**src/rtl/dac_stream_feeder.sv**
```systemverilog
// dac_stream_feeder: paces 12-bit samples from a producer FIFO into the
// TLV5616 DAC driver using a level-held new_val/complete handshake.
// Optional build macro DAC_FEEDER_HOLD_EN: when defined, a rate tick that
// finds the FIFO empty re-sends the last sample (zero-order hold); when not
// defined, such a tick produces no transfer. Underruns are counted in both.
module dac_stream_feeder #(
  parameter int DEPTH = 16,
  parameter int DIV_W = 16
) (
  input  logic                     clk,
  input  logic                     rst,
  input  logic                     enable,
  input  logic [DIV_W-1:0]         rate_div,
  input  logic                     s_valid,
  input  logic [11:0]              s_data,
  output logic                     s_ready,
  output logic                     dac_new_val,
  output logic [11:0]              dac_data,
  input  logic                     dac_complete,
  output logic [$clog2(DEPTH):0]   fifo_level,
  output logic [7:0]               underrun_cnt,
  output logic                     late_err,
  output logic                     busy
);

  localparam int AW = $clog2(DEPTH);
  localparam int LW = AW + 1;
  localparam logic [AW:0] FULL_LVL = LW'(DEPTH);

  localparam logic [1:0] IDLE    = 2'd0;
  localparam logic [1:0] ASSERT  = 2'd1;
  localparam logic [1:0] RELEASE = 2'd2;

  // FIFO storage and bookkeeping
  logic [11:0]   mem [DEPTH];
  logic [AW-1:0] wr_ptr_reg;
  logic [AW-1:0] rd_ptr_reg;
  logic [AW:0]   level_reg;
  logic [AW:0]   level_next;
  logic          ready_reg;
  logic          wr_en;
  logic          pop;
  logic          empty;

  // Rate divider and tick bookkeeping
  logic [DIV_W-1:0] div_cnt_reg;
  logic             tick;
  logic             pending_reg;
  logic             late_err_reg;
  logic             consume;

  // complete synchroniser
  logic sync1_reg;
  logic sync2_reg;
  logic complete_s;

  // Handshake FSM
  logic [1:0]  state_reg;
  logic        new_val_reg;
  logic [11:0] data_reg;
  logic [11:0] last_reg;
  logic [7:0]  underrun_reg;

  assign wr_en      = s_valid && ready_reg;
  assign empty      = (level_reg == '0);
  assign complete_s = sync2_reg;

  // A pending tick is taken only once the driver's complete has settled low.
  // sync1 is included so that, straight after reset (synchroniser cleared
  // while the driver may still hold complete high), no transfer can start
  // before the high level has propagated through to complete_s.
  assign consume = (state_reg == IDLE) && pending_reg && !complete_s && !sync1_reg;
  assign pop     = consume && !empty;

  // Divider compares with >= so a rate_div reduced below the running count
  // still produces the next tick promptly instead of wrapping the counter.
  assign tick = enable && (div_cnt_reg >= rate_div);

  // Sample memory write port (no reset so it can map onto block RAM)
  always_ff @(posedge clk) begin
    if (wr_en) begin
      mem[wr_ptr_reg] <= s_data;
    end
  end

  // Next occupancy: simultaneous write and pop leaves the level unchanged
  always_comb begin
    level_next = level_reg;
    case ({wr_en, pop})
      2'b10:   level_next = level_reg + 1'b1;
      2'b01:   level_next = level_reg - 1'b1;
      default: level_next = level_reg;
    endcase
  end

  // FIFO pointers, level and registered ready (ready drops after the filling write)
  always_ff @(posedge clk) begin
    if (rst) begin
      wr_ptr_reg <= '0;
      rd_ptr_reg <= '0;
      level_reg  <= '0;
      ready_reg  <= 1'b1;
    end else begin
      if (wr_en) begin
        wr_ptr_reg <= wr_ptr_reg + 1'b1;
      end
      if (pop) begin
        rd_ptr_reg <= rd_ptr_reg + 1'b1;
      end
      level_reg <= level_next;
      ready_reg <= (level_next != FULL_LVL);
    end
  end

  // Rate divider: counts 0..rate_div, held at zero while disabled
  always_ff @(posedge clk) begin
    if (rst || !enable) begin
      div_cnt_reg <= '0;
    end else if (tick) begin
      div_cnt_reg <= '0;
    end else begin
      div_cnt_reg <= div_cnt_reg + 1'b1;
    end
  end

  // Pending tick flag (ticks never queue) and sticky late-tick error
  always_ff @(posedge clk) begin
    if (rst) begin
      pending_reg  <= 1'b0;
      late_err_reg <= 1'b0;
    end else begin
      if (!enable) begin
        pending_reg <= 1'b0;
      end else if (tick) begin
        pending_reg <= 1'b1;
      end else if (consume) begin
        pending_reg <= 1'b0;
      end
      if (tick && pending_reg) begin
        late_err_reg <= 1'b1;
      end
    end
  end

  // Two-flop synchroniser for the DAC driver's complete
  always_ff @(posedge clk) begin
    if (rst) begin
      sync1_reg <= 1'b0;
      sync2_reg <= 1'b0;
    end else begin
      sync1_reg <= dac_complete;
      sync2_reg <= sync1_reg;
    end
  end

  // Handshake FSM: IDLE -> ASSERT (hold new_val) -> RELEASE (wait complete low)
  always_ff @(posedge clk) begin
    if (rst) begin
      state_reg    <= IDLE;
      new_val_reg  <= 1'b0;
      data_reg     <= 12'h800;
      last_reg     <= 12'h800;
      underrun_reg <= 8'd0;
    end else begin
      case (state_reg)
        IDLE: begin
          if (consume) begin
            if (!empty) begin
              data_reg    <= mem[rd_ptr_reg];
              last_reg    <= mem[rd_ptr_reg];
              new_val_reg <= 1'b1;
              state_reg   <= ASSERT;
            end else begin
              if (underrun_reg != 8'hFF) begin
                underrun_reg <= underrun_reg + 1'b1;
              end
`ifdef DAC_FEEDER_HOLD_EN
              data_reg    <= last_reg;
              new_val_reg <= 1'b1;
              state_reg   <= ASSERT;
`endif
            end
          end
        end
        ASSERT: begin
          if (complete_s) begin
            new_val_reg <= 1'b0;
            state_reg   <= RELEASE;
          end
        end
        RELEASE: begin
          if (!complete_s) begin
            state_reg <= IDLE;
          end
        end
        default: begin
          new_val_reg <= 1'b0;
          state_reg   <= IDLE;
        end
      endcase
    end
  end

  assign s_ready      = ready_reg;
  assign dac_new_val  = new_val_reg;
  assign dac_data     = data_reg;
  assign fifo_level   = level_reg;
  assign underrun_cnt = underrun_reg;
  assign late_err     = late_err_reg;
  assign busy         = (state_reg != IDLE);

endmodule

```
**config.mk**
```make
export PLATFORM = sky130hd
export DESIGN_NAME = dac_stream_feeder
export DESIGN_NICKNAME = d
export VERILOG_FILES = /design/src/rtl/dac_stream_feeder.sv
export SDC_FILE = /design/constraint.sdc
export NUM_CORES = 1
export LEC_CHECK = 0
export ABC_AREA = 0
export ABC_CLOCK_PERIOD_IN_PS = 3300
export CORE_UTILIZATION = 58
export DETAILED_ROUTE_END_ITERATION = 7
export DONT_BUFFER_PORTS = 1
export PLACE_DENSITY = 0.74
export SYNTH_ARGS = -nofsm -noshare
export SYNTH_HDL_FRONTEND = slang
export SYNTH_SLANG_ARGS = --single-unit
```
**constraint.sdc**
```tcl
create_clock -name clk -period 3.3 [get_ports clk]
set_input_delay 0.66 -clock clk [delete_from_list [all_inputs] [get_ports clk]]
set_output_delay 0.66 -clock clk [all_outputs]
set_load 0.1 [all_outputs]
```
==> impl_metrics.env, run 1 <==
export IMPL_clk_latency_ns=0.53
export IMPL_crit_required_ns=3.71
export IMPL_hold_buffers=0
export IMPL_holdWs_ns=0.189
export IMPL_grt_setup_unrepaired="no"
export IMPL_fp_row_count=48
export IMPL_r2r_end="s_ready$_SDFF_PP1_"
export IMPL_dieHeight_um=135
export IMPL_antenna_left=0
export IMPL_setup_viol=0
export IMPL_worst_pin_slew_ns=1.04
export IMPL_min_period_ns=2.70
export IMPL_drtIter0Drc=310
export IMPL_post_cts_buffers=0
export IMPL_antenna_found_initial=0
export IMPL_avgSynthCellArea_um2=16.1
export IMPL_cts_tree="built"
export IMPL_outcome="finished clean"
export IMPL_synth_async_reset_ratio_pct=0
export IMPL_cts_buffers_inserted=25
export IMPL_path_class="register to register"
export IMPL_p_leak_nw=3.84
export IMPL_gp_congestion=0.830
export IMPL_mappedNetlistArea_mm2=0.0103
export IMPL_ys_seq_elements=249
export IMPL_ys_top_cells_by_area="edfxtp_1, dfxtp_1, mux4_2"
export IMPL_netlist_cell_type_count=51
export IMPL_rr_startpoint="state_reg[1]$_SDFFE_PP0P_"
export IMPL_crit_buf_inv=1
export IMPL_grt_pass1_wl_um=31800
export IMPL_fp_dieW_um=135
export IMPL_period_share_pct=81.9
export IMPL_min_to="late_err$_SDFFE_PP0P_"
export IMPL_max_vdd_ir_drop_mv=0.485
export IMPL_cp_max_fo=8
export IMPL_hold_class="input pin to register"
export IMPL_netlist_instances=639
export IMPL_p_total_w=0.00663
export IMPL_nets=728
export IMPL_synth_flop_cell="edfxtp_1"
export IMPL_power_density_mw_per_mm2=570
export IMPL_holdCritStartpoint="rst"
export IMPL_arrival_ns=3.11
export IMPL_largest_reg_flops=192
export IMPL_synth_top_area_share_pct=56.0
export IMPL_clockBufferDepth=3
export IMPL_place_hpwl_um=12600
export IMPL_n_fill_cell=1159
export IMPL_drive_gt1_share_pct=21.2
export IMPL_max_slew_margin_pct=30.9
export IMPL_drt_first_pass_iters=5
export IMPL_fmax_ghz=0.370
export IMPL_hold_viol=0
export IMPL_io_pins=62
export IMPL_cts_root_buf="clkbuf_16"
export IMPL_maxCapViolCount=0
export IMPL_r2r_cells=11
export IMPL_setup_ws_ns=0.598
export IMPL_design_die_area_mm2=0.0183
export IMPL_critical_path_top_delay_family="simple AND/OR/NAND/NOR gates"
export IMPL_ys_warnings_count=0
export IMPL_clk_pin_slew_ns=0.06
export IMPL_grt_usage_pct=23.7
export IMPL_diodes=0
export IMPL_path_cells="nor4_2 > nand3_1 > inv_1 > ha_1 > xor2_1 > ha_1 > nor3b_1 > o32a_1 > xor2_1 > nor2_1 > nand4_1"
export IMPL_via_per_inst=6.07
export IMPL_syn_nets=698
export IMPL_synth_seq_area_share_pct=67.0
export IMPL_r2r_setup_slack_ns=0.60
export IMPL_grt_max_degree=43
export IMPL_syn_to_final_growth_pct=12.9
export IMPL_synth_edf_count=192
export IMPL_wl_per_cell_um=22.9
export IMPL_critPathLaunchType="register"
export IMPL_max_stage_delay_ns=0.36
export IMPL_setup_tns_ns=0
export IMPL_coreArea_mm2=0.0173
export IMPL_drt_wl_total_um=20900
export IMPL_cts_resized=0
export IMPL_h_tree_depth=1
export IMPL_setup_worst_path_end_class="register"
export IMPL_vias=5543
export IMPL_post_place_ws_ns=0.349
export IMPL_dpl_cell_count=867
export IMPL_layout_cells_non_filler=913
export IMPL_min_path_cells=1
export IMPL_path_depth=11
export IMPL_clock_sinks=249
export IMPL_drc_errors=0
export IMPL_crit_path_top_delay_cell="dfxtp_1"
export IMPL_gr_total_overflow=0
export IMPL_initial_core_util_pct=59.6
export IMPL_slew_violations=0
export IMPL_portBuffers=0
export IMPL_first_global_vias=5628
export IMPL_skew_ns=0.0122
export IMPL_synth_top_cell_by_area="edfxtp_1"
[worst max-delay path by stage]
stage	startpoint	to	slack, ns
detailed placement	rate_div[15]	div_cnt_reg[6]$_SDFF_PP0_	0.35
floorplan	fifo_level[0]$_SDFF_PP0_	s_ready$_SDFF_PP1_	0.009
global placement	rate_div[15]	div_cnt_reg[6]$_SDFF_PP0_	0.52
global route	state_reg[1]$_SDFFE_PP0P_	s_ready$_SDFF_PP1_	0.34
CTS	state_reg[1]$_SDFFE_PP0P_	s_ready$_SDFF_PP1_	0.60
finish	state_reg[1]$_SDFFE_PP0P_	s_ready$_SDFF_PP1_	0.60
[cell usage after synthesis (all sizes together), types with 2 or more instances]
cell type	n
a2111oi	2
a211oi	2
a21oi	20
and3	4
and4	2
buf	17
clkbuf	16
dfxtp	57
edfxtp	192
ha	26
inv	22
mux2i	25
mux4	48
nand2	25
nand2b	5
nand3	11
nand3b	12
nand4	8
nor2	54
nor2b	3
nor3	13
nor3b	3
nor4b	2
o21a	2
o21ai	7
o221ai	11
or3	2
or4b	2
xnor2	16
xor2	17
[layer usage]
layer  GRT usage (%)  share of wire, %  vias to the layer above
li1                -                 -                     2514
met1            29.3                39                     2767
met2            41.7                51                      215
met3            4.38               6.9                       47
met4            8.30               3.2                        0
met5               0                 0                        -
[layout by cell type, fill, tap and decap left out, drive strengths merged, types with 2 or more instances in the layout]
cell / synthesis / final
a2111oi: 2 / 2
a211oi: 2 / 2
a21oi: 20 / 20
and3: 4 / 4
and4: 2 / 2
buf: 17 / 36
bufinv: 0 / 6
clkbuf: 16 / 30
clkinv: 0 / 8
dfxtp: 57 / 57
edfxtp: 192 / 192
ha: 26 / 26
inv: 22 / 24
mux2i: 25 / 25
mux4: 48 / 48
nand2: 25 / 25
nand2b: 5 / 5
nand3: 11 / 11
nand3b: 12 / 12
nand4: 8 / 8
nor2: 54 / 54
nor2b: 3 / 3
nor3: 13 / 13
nor3b: 3 / 3
nor4b: 2 / 2
o21a: 2 / 2
o21ai: 7 / 7
o221ai: 11 / 11
or3: 2 / 2
or4b: 2 / 2
xnor2: 16 / 16
xor2: 17 / 17
[layout make-up]
| type | count | area [µm²] | share of cell area (%) |
|---|---|---|---|
| flip-flops and latches | 249 | 6910 | 59.5 |
| multi-input cells | 335 | 3180 | 27.3 |
| clock buffers | 30 | 644 | 5.54 |
| repair buffers | 36 | 283 | 2.43 |
| well taps | 225 | 282 | 2.42 |
| clock inverters | 16 | 246 | 2.12 |
| inverters | 22 | 82.6 | 0.710 |
[stage by stage]
step	instance area, µm²	util (%)
6_report	11600	67.2
5_1_grt	11600	67.2
4_1_cts	11600	67.2
2_1_floorplan	10300	-
3_3_place_gp	10700	62.1
3_5_place_dp	10700	62.1
[power breakdown]
group	internal (W)	total [W]	switching, W
Clock	0.00187	0.00304	0.00117
Sequential	0.00341	0.00342	0.0000152
Combinational	0.0000614	0.000162	0.000101
[kinds of logic (layout without fill, tap and decap cells)]
kind of cell	count (synthesis)	in the layout	synth area share, %
compound gates	50	50	3.45
xor+xnor	33	33	2.81
fa+ha+maj	26	26	3.16
buf+inv	55	104	2.33
flops	249	249	67.0
mux	74	74	13.0
simple gates	152	152	8.20
Power figures use the tool's default switching activity.
==> inputs of run 2 (changes only) <==
==> config.mk (replaced) <==
export PLATFORM = sky130hd
export DESIGN_NAME = dac_stream_feeder
export DESIGN_NICKNAME = d
export VERILOG_FILES = /design/src/rtl/dac_stream_feeder.sv
export SDC_FILE = /design/constraint.sdc
export NUM_CORES = 1
export LEC_CHECK = 0
export ABC_AREA = 1
export ABC_CLOCK_PERIOD_IN_PS = 2400
export CORE_UTILIZATION = 57
export DETAILED_ROUTE_END_ITERATION = 7
export DONT_BUFFER_PORTS = 1
export PLACE_DENSITY = 0.75
export SYNTH_ARGS = -nofsm -noshare
export SYNTH_HDL_FRONTEND = slang
export SYNTH_SLANG_ARGS = --single-unit
==> constraint.sdc (replaced) <==
create_clock -name clk -period 2.4 [get_ports clk]
set_input_delay 0.48 -clock clk [delete_from_list [all_inputs] [get_ports clk]]
set_output_delay 0.48 -clock clk [all_outputs]
set_load 0.1 [all_outputs]
==> run 2 against run 1 <==
Cell count up 46%. Die area up 6.8%. Register-to-register slack worse by 0.37 ns. Combinational power up 35%. Worst hold slack worse by 0.17 ns. Clock power up 38%. Sequential power up 37%. Highest routed layer unchanged.
==> impl_metrics.env, run 2 <==
export IMPL_outcome="finished clean"
export IMPL_synth_async_reset_ratio_pct=0
export IMPL_period_share_pct=90.6
export IMPL_vias=7503
export IMPL_antenna_found_initial=0
export IMPL_n_fill_cell=1394
export IMPL_initial_core_util_pct=58.0
export IMPL_drc_errors=0
export IMPL_nets=1140
export IMPL_design_area_mm2=0.0123
export IMPL_fp_row_count=50
export IMPL_hold_class="input pin to register"
export IMPL_r2r_end="s_ready$_SDFF_PP1_"
export IMPL_clk_pin_slew_ns=0.06
export IMPL_worst_pin_slew_ns=0.507
export IMPL_fp_dieW_um=140
export IMPL_mostFrequentLayoutCell="nor2_1"
export IMPL_syn_nets=1090
export IMPL_via_per_inst=5.62
export IMPL_r2r_setup_slack_ns=0.23
export IMPL_crit_path_top_delay_cell="dfxtp_1"
export IMPL_max_vdd_ir_drop_mv=0.707
export IMPL_wl_per_cell_um=17.5
export IMPL_synthTopCellsByCount="nor2_1, edfxtp_1, nand2_1"
export IMPL_grt_pass1_wl_um=37100
export IMPL_cts_buffers_inserted=26
export IMPL_drtIter0Drc=645
export IMPL_clock_sinks=249
export IMPL_path_cells="nor2_4 > nand4_2 > inv_2 > nand2_4 > inv_8 > buf_8 > ha_1 > nand2_1 > nand2_1 > nand3_1 > nand2_1 > nand2_1 > nand2_1 > nand2_1 > a21oi_2 > nand2_1"
export IMPL_p_leak_nw=4.63
export IMPL_path_common_cell="nand2_1"
export IMPL_setup_viol=0
export IMPL_synth_seq_area_share_pct=63.8
export IMPL_netlist_cell_type_count=40
export IMPL_place_hpwl_um=14800
export IMPL_path_depth=16
export IMPL_mappedNetlistArea_mm2=0.0108
export IMPL_syn_to_final_growth_pct=13.6
export IMPL_crit_path_start="state_reg[0]$_SDFFE_PP0P_"
export IMPL_r2r_cells=16
export IMPL_ys_warnings_count=0
export IMPL_fmax_ghz=0.460
export IMPL_dpl_cell_area_mm2=0.0113
export IMPL_clockBufferDepth=3
export IMPL_critical_path_top_delay_family="simple AND/OR/NAND/NOR gates"
export IMPL_synth_top_area_share_pct=53.3
export IMPL_grt_setup_unrepaired="no"
export IMPL_clk_latency_ns=0.52
export IMPL_holdCritStartpoint="rst"
export IMPL_ys_top_cells_by_area="edfxtp_1, dfxtp_1, nor2_1"
export IMPL_grt_usage_pct=24.4
export IMPL_gr_total_overflow=0
export IMPL_crit_required_ns=2.81
export IMPL_maxCapViolCount=0
export IMPL_synth_most_common_cell="nor2_1"
export IMPL_synth_top_cell_by_area="edfxtp_1"
export IMPL_cp_max_fo=28
export IMPL_antenna_left=0
export IMPL_design_die_area_mm2=0.0195
export IMPL_drive_gt1_share_pct=12.7
export IMPL_cts_tree="built"
export IMPL_synth_flop_cell="edfxtp_1"
export IMPL_avgSynthCellArea_um2=10.5
export IMPL_cts_root_buf="clkbuf_16"
export IMPL_diodes=0
export IMPL_path_class="register to register"
export IMPL_hold_viol=0
export IMPL_slew_violations=0
export IMPL_ys_seq_elements=249
export IMPL_drt_wl_total_um=23400
export IMPL_min_period_ns=2.17
export IMPL_max_slew_margin_pct=66.1
export IMPL_portBuffers=0
export IMPL_arrival_ns=2.59
export IMPL_first_global_vias=7181
export IMPL_critPathLaunchType="register"
export IMPL_crit_end="s_ready$_SDFF_PP1_"
export IMPL_largest_reg_flops=192
export IMPL_dieHeight_um=140
export IMPL_skew_ns=0.0113
export IMPL_max_stage_delay_ns=0.37
export IMPL_rr_startpoint="state_reg[0]$_SDFFE_PP0P_"
export IMPL_synth_edf_count=192
export IMPL_power_density_mw_per_mm2=742
export IMPL_gp_congestion=0.889
export IMPL_setup_worst_path_end_class="register"
export IMPL_drt_first_pass_iters=5
export IMPL_grt_max_degree=64
export IMPL_io_pins=62
export IMPL_mostFrequentLayoutCells="nor2_1, edfxtp_1, nand2_1"
export IMPL_crit_buf_inv=3
export IMPL_h_tree_depth=1
export IMPL_coreArea_mm2=0.0186
export IMPL_netlist_instances=1031
export IMPL_setup_tns_ns=0
run 2: cell types whose count changed after synthesis, moves of 11 or more:
cell	previous run	this run
nor2_1	44	228
o21ai_0	7	87
nand2_1	25	102
inv_1	22	82
nand3_1	11	67
mux4_2	48	0
o211ai_1	0	35
mux2i_1	25	0
o21ai_1	0	25
nand3b_1	12	1
o221ai_1	11	0
run 2: cell type report:
| class | count | area, µm² | area share (%) |
|---|---|---|---|
| Multi-Input combinational cell | 650 | 3270 | 26.6 |
| Inverter | 87 | 337 | 2.74 |
| Sequential cell | 249 | 6930 | 56.4 |
| Clock inverter | 18 | 214 | 1.74 |
| Timing Repair Buffer | 67 | 548 | 4.46 |
| Tap cell | 234 | 293 | 2.38 |
| Clock buffer | 30 | 697 | 5.67 |
run 2: logic make-up (layout without fill, tap and decap cells):
kind of cell | Yosys count | in the layout | synth area share [%]
AO/OA/AOI/OAI | 182 | 182 | 9.37
XOR/XNOR | 14 | 14 | 1.13
adder cells (fa/ha/maj) | 26 | 26 | 3.01
buffers and inverters | 132 | 202 | 6.08
flip-flops | 249 | 249 | 63.8
AND/OR/NAND/NOR | 428 | 428 | 16.6
run 2: report_power, final:
part           switching (W)  total (W)  internal, W
registers          0.0000152    0.00470      0.00468
logic               0.000147   0.000218    0.0000711
clock network        0.00160    0.00421      0.00261
run 2: metrics by stage:
stage | setup slack, ns | power [W] | cells | utilization, % | hold WS [ns]
2_1_floorplan | 0.0179 | 0.00495 | 1031 | - | 0.428
3_3_place_gp | 0.147 | 0.00499 | 1285 | 60.9 | 0.437
3_5_place_dp | 0.0686 | 0.00500 | 1285 | 60.9 | 0.442
4_1_cts | 0.0349 | 0.00916 | 1333 | 65.7 | 0.00469
5_1_grt | 0.0235 | 0.00935 | 1335 | 65.9 | 0.00102
6_report | 0.226 | 0.00913 | 1335 | 65.9 | 0.0205
run 2: how the worst min path moves through the flow:
stage | to | slack [ns] | cells after the start
floorplan | complete_s$_SDFF_PP0_ | 0.43 | 2
global placement | complete_s$_SDFF_PP0_ | 0.44 | 2
detailed placement | complete_s$_SDFF_PP0_ | 0.44 | 2
CTS | fifo_level[0]$_SDFF_PP0_ | 0.005 | 1
global route | late_err$_SDFFE_PP0P_ | 0.001 | 1
finish | late_err$_SDFFE_PP0P_ | 0.02 | 1
run 2: metal layers:
metal  vias up  share of wire, %  wire length (µm)  track usage [%]
li1       3638                 -                 -                -
met1      3562                43             10000             33.0
met2       261                47             11100             40.4
met3        42               7.6              1780             4.99
met4         0               2.1               493             6.19
met5         -                 0                 0                0
run 2: what timing repair did:
| item | in CTS | in global routing |
|---|---|---|
| hold buffers | 0 | 0 |
| setup buffers | 0 | 2 |
| endpoints found under the setup margin | 0 | 3 |
| gates resized for setup | 0 | 5 |
==> inputs of run 3 (changes only) <==
--- a/config.mk
+++ b/config.mk
@@ -7,10 +7,10 @@
 export LEC_CHECK = 0
 export ABC_AREA = 1
 export ABC_CLOCK_PERIOD_IN_PS = 2400
-export CORE_UTILIZATION = 57
+export CORE_UTILIZATION = 26
 export DETAILED_ROUTE_END_ITERATION = 7
 export DONT_BUFFER_PORTS = 1
-export PLACE_DENSITY = 0.75
+export SETUP_SLACK_MARGIN = 0.4
 export SYNTH_ARGS = -nofsm -noshare
 export SYNTH_HDL_FRONTEND = slang
 export SYNTH_SLANG_ARGS = --single-unit
==> run 3 against run 2 <==
The flow now finishes with violations (hold timing). First-iteration DRC count is 12% lower. Register-to-register slack gained 0.09 ns. Sequential share of layout area is 3.5 points lower. Global-route usage is 12 points lower. Non-clock buffer count grew 29. Critical path depth grew 2. Clock power shrank 2%. Maximum frequency increased by 4.5%. Via count up 1.1%. Worst hold slack lost 0.022 ns. Worst setup slack better by 0.094 ns. Cell count rose by 25%. Largest cell class unchanged.
==> impl_metrics.env, run 3 (synthesis gave the netlist of run 2 again) <==
export IMPL_cts_buffers_inserted=27
export IMPL_maxCapViolCount=0
export IMPL_vias=7582
export IMPL_wl_per_cell_um=16.1
export IMPL_power_density_mw_per_mm2=691
export IMPL_slew_violations=0
export IMPL_diodes=0
export IMPL_globalRouteMet1Util_pct=15.3
export IMPL_holdCritStartpoint="rst"
export IMPL_met3_usage_pct=1.56
export IMPL_gr_usage_met2_pct=21.9
export IMPL_antenna_left=0
export IMPL_design_area_mm2=0.0131
export IMPL_n_fill_cell=4077
export IMPL_grt_max_degree=92
export IMPL_drt_first_pass_iters=5
export IMPL_setup_worst_path_end_class="register"
export IMPL_mostFrequentLayoutCells="nor2_1, edfxtp_1, nand2_1"
export IMPL_nets=1170
export IMPL_io_pins=62
export IMPL_cts_tree="built"
export IMPL_hold_class="input pin to register"
export IMPL_drtIter0Drc=565
export IMPL_first_global_vias=7301
export IMPL_top_usage_layer="met2"
export IMPL_max_vdd_ir_drop_mv=0.436
export IMPL_r2r_setup_slack_ns=0.32
export IMPL_largest_reg_flops=192
export IMPL_hold_viol=2
export IMPL_crit_required_ns=2.83
export IMPL_r2r_end="s_ready$_SDFF_PP1_"
export IMPL_grt_usage_pct=12.4
export IMPL_initial_core_util_pct=26.4
export IMPL_grt_setup_unrepaired="yes"
export IMPL_drive_gt1_share_pct=18.1
export IMPL_setup_viol=0
export IMPL_worst_pin_slew_ns=0.594
export IMPL_clockBufferDepth=3
export IMPL_path_class="register to register"
export IMPL_dieHeight_um=206
export IMPL_gp_congestion=0.832
export IMPL_max_slew_margin_pct=60.3
export IMPL_clock_sinks=249
export IMPL_arrival_ns=2.51
export IMPL_cts_root_buf="clkbuf_16"
export IMPL_violations="hold timing"
export IMPL_fmax_ghz=0.481
export IMPL_critPathLaunchType="register"
export IMPL_post_place_ws_ns=0.189
export IMPL_outcome="finished with violations"
export IMPL_fp_row_count=74
export IMPL_design_die_area_mm2=0.0424
export IMPL_drc_errors=0
export IMPL_fp_dieW_um=206
export IMPL_min_to="fifo_level[4]$_SDFF_PP0_"
export IMPL_syn_to_final_growth_pct=21.4
export IMPL_r2r_cells=18
export IMPL_holdWs_ns=-0.00135
export IMPL_min_path_cells=1
export IMPL_rr_startpoint="state_reg[1]$_SDFFE_PP0P_"
export IMPL_min_period_ns=2.08
export IMPL_period_share_pct=86.6
export IMPL_grt_pass1_wl_um=40900
export IMPL_place_hpwl_um=16500
export IMPL_skew_ns=0.0199
export IMPL_clk_pin_slew_ns=0.06
export IMPL_gr_total_overflow=0
export IMPL_clk_latency_ns=0.55
export IMPL_drt_wl_total_um=26700
export IMPL_via_per_inst=4.56
export IMPL_mostFrequentLayoutCell="nor2_1"
export IMPL_portBuffers=0
export IMPL_dpl_cell_area_mm2=0.0118
export IMPL_setup_tns_ns=0
export IMPL_h_tree_depth=1
export IMPL_antenna_found_initial=0
export IMPL_setup_ws_ns=0.321
export IMPL_p_leak_nw=4.79
export IMPL_cp_max_fo=4
export IMPL_coreArea_mm2=0.0409
## run 3: cell count changes in the layout (fill, tap and decap cells not counted), moves of 4 or more
cell	change
dfxtp_1	-6
dlygate4sd3_1	+9
inv_1	-7
nor2_1	-20
nand2_1	-7
nand2_2	+4
nand3_1	-5
dfxtp_2	+5
buf_4	+9
buf_6	+11
inv_2	+5
nor2_2	+17
## run 3: layout make-up
cell class              instances  area (µm²)  share of cell area [%]
clock inverters                20         194                    1.48
well taps                     532         666                    5.07
inverters                      87         342                    2.60
flip-flops and latches        249        6940                    52.8
repair buffers                 96         847                    6.45
clock buffers                  30         687                    5.23
multi-input cells             650        3460                    26.3
## run 3: where the power goes
part | switching, W | internal (W)
Sequential | 0.0000164 | 0.00468
Clock | 0.00171 | 0.00240
Combinational | 0.000175 | 0.0000986
Total | 0.00190 | 0.00718
## run 3: worst max-delay path: stages (launching register included)
cell and delay [ns]:
dfxtp_4 0.36, nor2_4 0.13, nand4_4 0.11, inv_4 0.11
nand2_8 0.06, inv_8 0.06, ha_4 0.14, nand2_1 0.09
nand2_4 0.09, buf_6 0.09, buf_6 0.08, buf_6 0.08
nand3_4 0.07, nand2_1 0.11, nand2_1 0.07, nand3_2 0.07
nand2_1 0.06, nor2_1 0.11, nand2_1 0.07
## run 3: layer usage
metal | routed length, µm | vias up
met4 | 711 | 0
met5 | 0 | -
met2 | 13500 | 136
li1 | - | 3703
met1 | 11600 | 3696
met3 | 928 | 47
## run 3: per-stage QoR
| step | std cells | hold WS [ns] | power (W) | util, % |
|---|---|---|---|---|
| floorplan | 1031 | 0.428 | 0.00496 | - |
| global placement | 1579 | 0.438 | 0.00501 | 28.7 |
| detailed placement | 1579 | 0.439 | 0.00501 | 28.7 |
| CTS | 1655 | -0.0366 | 0.00914 | 31.5 |
| global route | 1664 | -0.0338 | 0.00935 | 32.1 |
| finish | 1664 | -0.00135 | 0.00908 | 32.1 |
## run 3: worst max path at each step
| stage | endpoint | cells after the start | slack (ns) | from |
|---|---|---|---|---|
| final | s_ready$_SDFF_PP1_ | 18 | 0.32 | state_reg[1]$_SDFFE_PP0P_ |
| after global routing | s_ready$_SDFF_PP1_ | 18 | 0.22 | state_reg[1]$_SDFFE_PP0P_ |
| after CTS | s_ready$_SDFF_PP1_ | 18 | 0.38 | fifo_level[4]$_SDFF_PP0_ |
| after detailed placement | s_ready$_SDFF_PP1_ | 16 | 0.19 | state_reg[1]$_SDFFE_PP0P_ |
| after global placement | s_ready$_SDFF_PP1_ | 18 | 0.27 | state_reg[0]$_SDFFE_PP0P_ |
| after floorplan | s_ready$_SDFF_PP1_ | 18 | 0.21 | fifo_level[3]$_SDFF_PP0_ |
## run 3: timing repair
item | CTS | global route
endpoints found under the setup margin | 3 | 18
setup buffers | 21 | 4
endpoints found under the hold margin | 15 | 17
resized for setup | 11 | 40
pin swaps | 9 | 23
cloned | 0 | 1
hold buffers | 5 | 4
